[config.mk]
export PLATFORM = sky130hd
export DESIGN_NAME = imem_fetch_ctrl_flat
export DESIGN_NICKNAME = d
export VERILOG_FILES = /design/src/rtl/imem_fetch_if.sv /design/src/rtl/imem_fetch_ctrl.sv /design/src/flat_wrapper.sv
export SDC_FILE = /design/constraint.sdc
export NUM_CORES = 1
export LEC_CHECK = 0
export CAP_MARGIN = 20
export CORE_ASPECT_RATIO = 1.4
export CORE_UTILIZATION = 40
export DETAILED_ROUTE_END_ITERATION = 6
export PLACE_DENSITY = 0.65
export SYNTH_ARGS = -nofsm -noshare
export SYNTH_HDL_FRONTEND = slang
export SYNTH_SLANG_ARGS = --single-unit
[constraint.sdc]
create_clock -name clk -period 3.2 [get_ports clk]
set_input_delay 0.8 -clock clk [delete_from_list [all_inputs] [get_ports clk]]
set_output_delay 0.8 -clock clk [all_outputs]
set_load 0.03 [all_outputs]
[src/rtl/imem_fetch_if.sv]
// Fetch-side bus bundle: control inputs, ROM address/data and the decode handshake.
// The slave modport is the fetch controller; master is its environment.
interface imem_fetch_if;
  logic        start;
  logic        halt_req;
  logic        redirect_valid;
  logic [15:0] redirect_pc;
  logic [15:0] imem_pc;
  logic [31:0] imem_instr;
  logic        if_valid;
  logic [31:0] if_instr;
  logic [15:0] if_pc;
  logic        if_ready;
  logic        halted;

  modport master (
    output start, halt_req, redirect_valid, redirect_pc, imem_instr, if_ready,
    input  imem_pc, if_valid, if_instr, if_pc, halted
  );

  modport slave (
    input  start, halt_req, redirect_valid, redirect_pc, imem_instr, if_ready,
    output imem_pc, if_valid, if_instr, if_pc, halted
  );
endinterface

[src/rtl/imem_fetch_ctrl.sv]
// Instruction-fetch sequencer: owns the PC, reads the combinational ROM and feeds
// decode through a 2-entry in-order buffer with redirect flush and halt handling.
module imem_fetch_ctrl #(
  parameter logic [15:0] RESET_PC  = 16'h0000,
  parameter logic [31:0] HALT_WORD = 32'hFFFF_FFFF
) (
  input  logic         clk,
  input  logic         rst_n,
  imem_fetch_if.slave  bus
);

  typedef enum logic [1:0] {StIdle, StFetch, StHalt} state_e;

  state_e      state_q, state_d;
  logic [15:0] fetch_pc_q, fetch_pc_d;
  logic [1:0]  count_q, count_d;
  logic [15:0] head_pc_q, head_pc_d, tail_pc_q, tail_pc_d;
  logic [31:0] head_instr_q, head_instr_d, tail_instr_q, tail_instr_d;
  logic        pop, push;

  always_comb begin
    pop  = (count_q != 2'd0) && bus.if_ready;
    push = (state_q == StFetch) && !bus.redirect_valid && ((count_q != 2'd2) || pop) &&
           !bus.halt_req;
  end

  always_comb begin
    state_d = state_q;
    case (state_q)
      StIdle:  if (bus.start) state_d = bus.halt_req ? StHalt : StFetch;
      StFetch: if (bus.halt_req || (push && (bus.imem_instr == HALT_WORD))) state_d = StHalt;
      StHalt:  if (bus.start && !bus.halt_req) state_d = StFetch;
      default: state_d = StIdle;
    endcase
  end

  always_comb begin
    fetch_pc_d = fetch_pc_q;
    if (bus.redirect_valid) begin
      fetch_pc_d = bus.redirect_pc;
    end else if (push) begin
      fetch_pc_d = fetch_pc_q + 16'd1;
    end
  end

  // A pop shifts the tail into the head; a push lands in the head only if that
  // slot is free after the pop, otherwise it becomes the new tail.
  always_comb begin
    head_pc_d    = head_pc_q;
    head_instr_d = head_instr_q;
    tail_pc_d    = tail_pc_q;
    tail_instr_d = tail_instr_q;
    count_d      = count_q + {1'b0, push} - {1'b0, pop};
    if (pop) begin
      head_pc_d    = tail_pc_q;
      head_instr_d = tail_instr_q;
    end
    if (push) begin
      if ((count_q == 2'd0) || ((count_q == 2'd1) && pop)) begin
        head_pc_d    = fetch_pc_q;
        head_instr_d = bus.imem_instr;
      end else begin
        tail_pc_d    = fetch_pc_q;
        tail_instr_d = bus.imem_instr;
      end
    end
    if (bus.redirect_valid) begin
      count_d = 2'd0;
    end
  end

  always_ff @(posedge clk or negedge rst_n) begin
    if (!rst_n) begin
      state_q      <= StIdle;
      fetch_pc_q   <= RESET_PC;
      count_q      <= 2'd0;
      head_pc_q    <= 16'h0000;
      head_instr_q <= 32'h0000_0000;
      tail_pc_q    <= 16'h0000;
      tail_instr_q <= 32'h0000_0000;
    end else begin
      state_q      <= state_d;
      fetch_pc_q   <= fetch_pc_d;
      count_q      <= count_d;
      head_pc_q    <= head_pc_d;
      head_instr_q <= head_instr_d;
      tail_pc_q    <= tail_pc_d;
      tail_instr_q <= tail_instr_d;
    end
  end

  always_comb begin
    bus.imem_pc  = fetch_pc_q;
    bus.if_valid = (count_q != 2'd0);
    bus.if_pc    = bus.if_valid ? head_pc_q : 16'h0000;
    bus.if_instr = bus.if_valid ? head_instr_q : 32'h0000_0000;
    bus.halted   = (state_q == StHalt) && (count_q == 2'd0);
  end

endmodule

[src/flat_wrapper.sv]
// flat-port wrapper written by rule: the top's interface ports become plain ports
module imem_fetch_ctrl_flat 
#(
  parameter logic [15:0] RESET_PC  = 16'h0000,
  parameter logic [31:0] HALT_WORD = 32'hFFFF_FFFF
)
  (clk, rst_n, bus_start, bus_halt_req, bus_redirect_valid, bus_redirect_pc, bus_imem_instr, bus_if_ready, bus_imem_pc, bus_if_valid, bus_if_instr, bus_if_pc, bus_halted);
  imem_fetch_if bus_i ();
  input  logic clk;
  input  logic rst_n;
  input wire logic [$bits(bus_i.start)-1:0] bus_start;
  input wire logic [$bits(bus_i.halt_req)-1:0] bus_halt_req;
  input wire logic [$bits(bus_i.redirect_valid)-1:0] bus_redirect_valid;
  input wire logic [$bits(bus_i.redirect_pc)-1:0] bus_redirect_pc;
  input wire logic [$bits(bus_i.imem_instr)-1:0] bus_imem_instr;
  input wire logic [$bits(bus_i.if_ready)-1:0] bus_if_ready;
  output wire logic [$bits(bus_i.imem_pc)-1:0] bus_imem_pc;
  output wire logic [$bits(bus_i.if_valid)-1:0] bus_if_valid;
  output wire logic [$bits(bus_i.if_instr)-1:0] bus_if_instr;
  output wire logic [$bits(bus_i.if_pc)-1:0] bus_if_pc;
  output wire logic [$bits(bus_i.halted)-1:0] bus_halted;
  assign bus_i.start = bus_start;
  assign bus_i.halt_req = bus_halt_req;
  assign bus_i.redirect_valid = bus_redirect_valid;
  assign bus_i.redirect_pc = bus_redirect_pc;
  assign bus_i.imem_instr = bus_imem_instr;
  assign bus_i.if_ready = bus_if_ready;
  assign bus_imem_pc = bus_i.imem_pc;
  assign bus_if_valid = bus_i.if_valid;
  assign bus_if_instr = bus_i.if_instr;
  assign bus_if_pc = bus_i.if_pc;
  assign bus_halted = bus_i.halted;
  imem_fetch_ctrl #(.RESET_PC(RESET_PC), .HALT_WORD(HALT_WORD)) u_core (.clk(clk), .rst_n(rst_n), .bus(bus_i));
endmodule
; Word-level counts from Yosys, hierarchy flattened
; Index checks and enable logic that the tools add are counted.
[totals]
register_bits = 116
output_inout_bits = 66
[classes]
addsub = 3
eq_ne = 8
muxes = 16
bitwise_logic = 1
reduce_logical = 19
[op_table]
columns = op, count
row1 = $mux W32, 4
row2 = $mux W16, 6
row3 = $eq A32 B32 Y1 const B, 1
row4 = $add A16 B1 Y16 const B, 1
row5 = $mux W2, 5
row6 = $logic_and A1 B1 Y1, 8
row7 = $ne A2 B2 Y1 const B, 3
row8 = $pmux W2 S3, 1
row9 = $eq A2 B1 Y1 const B, 2
row10 = $logic_not A2 Y1, 2
row11 = $reduce_bool A2 Y1, 2
row12 = $logic_or A1 B1 Y1, 3
row13 = $reduce_and A3 Y1, 1
row14 = $add A2 B1 Y2, 1
row15 = $eq A2 B2 Y1 const B, 1
row16 = $logic_not A1 Y1, 2
row17 = $ne A2 B1 Y1 const B, 1
row18 = $reduce_and A2 Y1, 1
row19 = $sub A2 B1 Y2, 1
row20 = $not A1 Y1, 1

; Longest topological paths before layout
; Gate-level depths: netlist of the first run.
[logic_depth]
word_depth = 9
mapped_depth = 12
ltp_nobuf = 9

; Worst setup path before layout of the first run
; No wires, ideal clock.
[synth_path]
path_type = register to output
start = register u_core.count_q[0]
end = output bus_halted
t_arrival_ps = 1943
required_ps = 2400
setup_slack_ps = 457
stages_incl_launch_ff = 5
n_path_buf = 2
path_cell_list = dfrtp_1 > or2_2 > clkbuf_1 > clkbuf_1 > nor3b_1
[synth_between]
elab_chain_len = 2
[synth_lines]
columns = item, line_no
row1 = "start, declared", imem_fetch_ctrl.sv:16  ; logic [1:0] count_q, count_d;
row2 = "start signal, assigned", imem_fetch_ctrl.sv:84  ; count_q <= count_d;
row3 = $logic_not A2 Y1, imem_fetch_ctrl.sv:97  ; bus.halted = (state_q == StHalt) && (count_q == 2'd0);
row4 = $logic_and A1 B1 Y1, imem_fetch_ctrl.sv:97
row5 = "end, declared", flat_wrapper.sv:21  ; output wire logic [$bits(bus_i.halted)-1:0] bus_halted;
; No other way between the ends.

; Worst setup path in the final report of the first run
[layout_path]
start = register u_core.count_q[0]
end = output bus_if_instr[5]
[layout_between]
elab_chain_len = 2
[layout_lines]
columns = item, line_no
row1 = $reduce_bool A2 Y1, imem_fetch_ctrl.sv:94  ; bus.if_valid = (count_q != 2'd0);
row2 = $mux W32, imem_fetch_ctrl.sv:96  ; bus.if_instr = bus.if_valid ? head_instr_q : 32'h0000_0000;
row3 = "end, declared", flat_wrapper.sv:19  ; output wire logic [$bits(bus_i.if_instr)-1:0] bus_if_instr;
; No other way between the ends.

==> results of run 1 <==
==> stage by stage <==
step           power [mW]  std cells  instance area, um^2  utilization  hold slack, ps
2_1_floorplan       3.592        514                 5642            -           463.5
3_3_place_gp        4.307        797                 7051       0.5092           472.5
3_5_place_dp        4.390        797                 7051       0.5092           485.4
4_1_cts             6.025        826                 7555       0.5456           386.0
5_1_grt             6.322        826                 7566       0.5464           412.6
6_report            5.972        826                 7566       0.5464           386.0
==> cell families after synthesis <==
group	Yosys count	synth area share
AND/OR/NAND/NOR	177	0.1699
flip-flops	116	0.5145
multiplexers	101	0.1898
AO/OA/AOI/OAI	72	0.07452
buffers and inverters	37	0.03216
XOR/XNOR	8	0.01242
adder cells (fa/ha/maj)	3	0.006654
==> flip-flops by register name, summed over array words and instances (netlist names) <==
name / flops
u_core.head_instr_q: 32
u_core.tail_instr_q: 32
u_core.bus.imem_pc: 16
u_core.head_pc_q: 16
u_core.tail_pc_q: 16
u_core.count_q: 2
u_core.state_q: 2
==> worst min path at each step <==
stage / from / to / slack (ps) / cells after the start
after floorplan: u_core.tail_instr_q[12] / u_core.tail_instr_q[12] / 460 / 1
after CTS: rst_n / u_core.head_instr_q[15] / 390 / 1
after detailed placement: u_core.tail_instr_q[16] / u_core.tail_instr_q[16] / 490 / 1
final: rst_n / u_core.head_instr_q[8] / 390 / 1
after global routing: rst_n / u_core.head_instr_q[8] / 410 / 1
after global placement: u_core.tail_instr_q[16] / u_core.tail_instr_q[16] / 470 / 1
==> metal layers <==
metal | global-route usage | vias to the layer above | routed length, um
met3 | 0.04961 | 8 | 546
li1 | - | 2029 | -
met5 | 0 | - | 0
met2 | 0.3229 | 108 | 6748
met1 | 0.2364 | 2085 | 5705
met4 | 0.05865 | 0 | 125
==> final cells by class <==
type	instances	area (um^2)
multi-input combinational	361	2570
clock inverter	6	32.53
inverter	6	22.52
clock buffer	23	467.9
sequential	116	2903
tap	185	231.5
fill	1226	6281
timing repair buffer	129	1339
==> power breakdown <==
part	internal, mW	total [mW]	switching, mW
clock network	1.01	1.61	0.602
registers	1.97	2.26	0.298
logic	0.990	2.10	1.11
==> cells in the final DEF (no fill, tap or decap), drive strengths merged, types with 2 or more instances in the layout <==
| master | instances |
|---|---|
| a21o | 2 |
| xnor2 | 6 |
| mux2 | 48 |
| nand3 | 8 |
| o31a | 2 |
| nor4 | 7 |
| nor3 | 6 |
| o21ai | 58 |
| nand4 | 11 |
| xor2 | 2 |
| and2 | 48 |
| dlymetal6s2s | 2 |
| nor4b | 2 |
| inv | 6 |
| nand2 | 67 |
| clkbuf | 23 |
| or2 | 3 |
| a22oi | 4 |
| nor3b | 4 |
| clkinv | 5 |
| nand2b | 3 |
| nor2b | 6 |
| buf | 11 |
| ha | 3 |
| nor2 | 7 |
| clkdlybuf4s50 | 116 |
| a221o | 2 |
| mux2i | 53 |
| dfrtp | 116 |
==> cell usage after synthesis, types with 2 or more instances <==
cell and number:
a221o_1 2, xnor2_1 6, nand4_1 11, buf_6 2, mux2i_1 53, nor3b_1 3
dfrtp_1 116, ha_1 3, nor4b_1 2, nand3_1 8, buf_2 7, nand2_1 67
mux2_1 4, nor3_1 5, nor2b_1 6, nand2b_1 3, clkbuf_1 17, buf_4 5
xor2_1 2, mux2_2 44, a21o_1 2, a22oi_1 4, or2_2 3, inv_1 6
o31a_1 2, nor2_1 7, o21ai_1 15, nor4_1 6, o21ai_0 43, and2_1 48
==> repair_timing <==
action                     CTS  global route
setup endpoints to repair   39            39
setup buffers                0             0
pin swaps                    0             0
resized for setup            1             4
==> metrics.txt, run 1 <==
Rel. slew slack=0.5886; CP Launch Type=register; Area Overhead vs Synth=34.11%; Core ar.=0.01385 mm^2; reg2reg start=u_core.count_q[0]; synthesis warning total=0; Die X=102.4 um; # IOs=120; #FFs+latches synth=116; 1st-iter DRT viols=170; final net count=688; clk sink count=116; critical path data arrival time=2240 ps; min cycle time layout=3041 ps; RSZ-0062 raised after global routing=no; Setup Total Neg Slack=0 ps; HPWL Detailed=9004 um; CTS Root Cell=clkbuf_16; worst setup margin=158.8 ps; post-synthesis sequential area ratio=0.5145; Mapped Avg Cell Area=10.98 um^2; routed via count=4,230; slowest stage cell, crit path=clkdlybuf4s50_1; WL/cell=15.89 um; R2R depth=10; top cells by area, synth=dfrtp_1 51%, mux2i_1 9.4%, mux2_2 8.8%; initial antenna violation count=0; first-pass GRT wire length=21,120 um; hold crit path type=primary input to async pin; endpoint type of the worst setup path=output port; Worst Path Required=2400 ps; Synth area leader=dfrtp_1; Worst R2R Setup Slack=830 ps; synthesized net count=571; Routed Antenna Nets=0; pre-CTS WS=271.7 ps; diodes inserted=0; Distinct cells, synth=42; Setup Skew=9.150 ps; Setup CP Type=register to output port; Post-synth EDFFs=0; RR Endpoint=u_core.count_q[1]; Worst-Skew Late Latency=400 ps; CP peak stage delay=670 ps; clk slew on worst S/H paths=50 ps; worst-path cell chain=or2_4 -> buf_8 -> and2_1 -> clkdlybuf4s50_1; P per Cell Area=789.3 mW/mm^2; Initial Util=0.4074; aggregate global-route resource usage=0.1909; Slew Limit Fails=0; Synth async-reset ratio=1.000; share of layout cells above drive strength 1=0.1388; leak pwr=3.586 nW; share of the synthesized area in the top cell type=0.5145; CTS Buffer Depth=2; Hold Fails Final Rpt=0; max_cap viols=0; ys flop type=dfrtp_1; number of cells on the critical path=4; Port-buffer cells=119; number of global-route vias before repair=4,270; die height=142.5 um; Worst Path Buf+Inv=2; Peak Freq=328.8 MHz; residual DRC count=0; CTS tree=yes; drt pass-1 iters=4; Die ar.=0.01459 mm^2; remaining global-route overflow=0; TritonCTS Buffers=17; largest net degree at the start of global routing=55; Final Wtd Congestion=0.8058; post-DR vias/cell=5.121; slew at the pin closest to its max-slew limit=611.4 ps; Worst Path Max Fanout=40; Syn Std Cell Area=0.005642 mm^2; final worst-path cycle share=0.9504; CP startpoint=u_core.count_q[0]; hold_buf cts=0; gate count after technology mapping=514; num rows=51; WL final=13,130 um; final setup vio count=0; H-tree Lvls=4; outcome=completed; largest delay contributor family on the critical path=buffers and inverters; Peak VDD IR=0.0003477 V; worst setup path end=bus_if_instr[5]
(Power assumes the default switching activity.)
==> run 2, diff against run 1 <==
- CORE_UTILIZATION: 40 -> 50
- PLACE_DENSITY: 0.65 -> 0.79
==> run 2 against run 1 <==
  * Non-clock buffer count down 1
  * Sequential share of layout area down 0.28 points
  * Critical path depth unchanged
  * Sequential power about the same
  * Maximum frequency up 0.65%
  * Clock-buffer cell count unchanged
  * Worst setup slack better by 20 ps
  * Global-route usage up 4.7 points
  * First-iteration DRC count up 15%
  * Flip-flop and latch count unchanged
  * Final cell count down 5.1%
==> metrics.txt, run 2 (synthesis gave the netlist of run 1 again) <==
aggregate global-route resource usage=0.2375; Setup CP Type=register to output port; CTS tree=yes; Largest regs=u_core.head_instr_q: 32 flops, u_core.tail_instr_q: 32 flops; final net count=687; GR peak layer=met2; Port-buffer cells=119; CP peak stage delay=600 ps; remaining global-route overflow=0; diodes inserted=0; hold crit path type=primary input to async pin; met1 usage=0.2928; Setup Total Neg Slack=0 ps; Initial Util=0.5165; WL/cell=16.60 um; min cycle time layout=3021 ps; largest delay contributor family on the critical path=buffers and inverters; Worst Path Buf+Inv=2; flip-flop and latch area=0.002903 mm^2; Worst Path Required=2400 ps; first-pass GRT wire length=21,730 um; H-tree Lvls=4; RSZ-0062 raised after global routing=no; die height=127.7 um; Setup Fix Bufs, Post-CTS=0; Rel. slew slack=0.5151; drt pass-1 iters=4; Post-CTS Resized=0; WHS=266.8 ps; slowest stage cell, crit path=clkdlybuf4s50_1; number of global-route vias before repair=4,473; outcome=completed; multi-input logic area=0.002562 mm^2; clk slew on worst S/H paths=50 ps; placed insts=752; num rows=45; WL final=13,020 um; # IOs=120; Worst Path Max Fanout=29; Final Wtd Congestion=0.8106; P per Cell Area=842.7 mW/mm^2; commonest non-fill, non-tap cell in the layout=clkdlybuf4s50_1; Layout Cells excl Fill=784; post-DR vias/cell=5.519; Hold Fails Final Rpt=0; HPWL Detailed=8587 um; Worst-Skew Late Latency=410 ps; M3 GR Usage=0.05516; Setup Skew=8.566 ps; CTS Buffer Depth=2; final setup vio count=0; largest net degree at the start of global routing=97; final worst-path cycle share=0.9442; routed via count=4,327; Fillers=803; Peak VDD IR=0.0005668 V; slew at the pin closest to its max-slew limit=724.2 ps; CTS Root Cell=clkbuf_16; initial antenna violation count=0; leak pwr=3.605 nW; clk sink count=116; Core ar.=0.01092 mm^2; Slew Limit Fails=0; Die ar.=0.01172 mm^2; endpoint type of the worst setup path=output port; commonest non-fill, non-tap cells in the layout=118 x clkdlybuf4s50_1, 116 x dfrtp_1, 65 x nand2_1; share of layout cells above drive strength 1=0.1431; met2 usage=0.4122; TritonCTS Buffers=17; max_cap viols=0; residual DRC count=0; critical path data arrival time=2220 ps; CP Launch Type=register; Area Overhead vs Synth=35.11%; worst-path cell chain=or2_2 -> buf_4 -> and2_1 -> clkdlybuf4s50_1; Peak Freq=331.0 MHz; Routed Antenna Nets=0; hold_buf cts=0; 1st-iter DRT viols=195; Die X=91.78 um
==> run 2: changes by cell type in the layout (fill, tap and decap cells not counted), sizes merged <==
cell	change
dlymetal6s2s	-2
clkinv	-1
bufinv	+5
buf	-1
clkinvlp	-1
clkdlybuf4s50	+2
==> run 2: path summary, 6_finish.rpt <==
path | to | depth (start not counted) | startpoint | slack [ps]
hold reg to reg | u_core.tail_instr_q[9] | 1 | u_core.tail_instr_q[9] | 490
hold / removal | u_core.tail_instr_q[17] | 1 | rst_n | 270
max in group asynchronous | u_core.head_instr_q[28] | 2 | rst_n | 2080
setup / recovery | bus_if_instr[31] | 4 | u_core.count_q[0] | 180
setup reg to reg | u_core.bus.imem_pc[12] | 5 | u_core.bus.imem_pc[1] | 910
min in group clk | u_core.tail_instr_q[9] | 1 | u_core.tail_instr_q[9] | 490
==> run 2: worst reg2reg max path, cell delays in order (launching register included) <==
cell	delay, ps
dfrtp_1	470
ha_1	190
nand4bb_1	230
or4b_1	690
o31a_1	320
o31a_1	280
==> run 2: layer usage <==
layer | share of wire | vias up
li1 | - | 2031
met1 | 0.42 | 2147
met2 | 0.52 | 142
met3 | 0.053 | 7
met4 | 0.0080 | 0
met5 | 0 | -
==> run 2: area by class of cell <==
class	count	share of cell area
sequential	116	0.3808
multi-input combinational	361	0.3362
timing repair buffer	128	0.1714
clock buffer	23	0.06271
tap	141	0.02315
clock inverter	9	0.02282
inverter	6	0.002955
==> run 2: report_power, final <==
group / internal (mW) / switching [mW]
clock: 1.44 / 0.630
sequential: 1.97 / 0.310
combinational: 0.975 / 1.10
total: 4.38 / 2.04
==> run 2: metrics by stage <==
stage / util / power (mW) / instance area (um^2) / setup WS [ps]
2_1_floorplan: - / 3.592 / 5642 / 457.4
3_3_place_gp: 0.6381 / 4.277 / 6970 / 317.0
3_5_place_dp: 0.6381 / 4.381 / 6970 / 226.1
4_1_cts: 0.6978 / 6.470 / 7622 / 154.3
5_1_grt: 0.6978 / 6.766 / 7622 / 89.95
6_report: 0.6978 / 6.423 / 7622 / 178.5
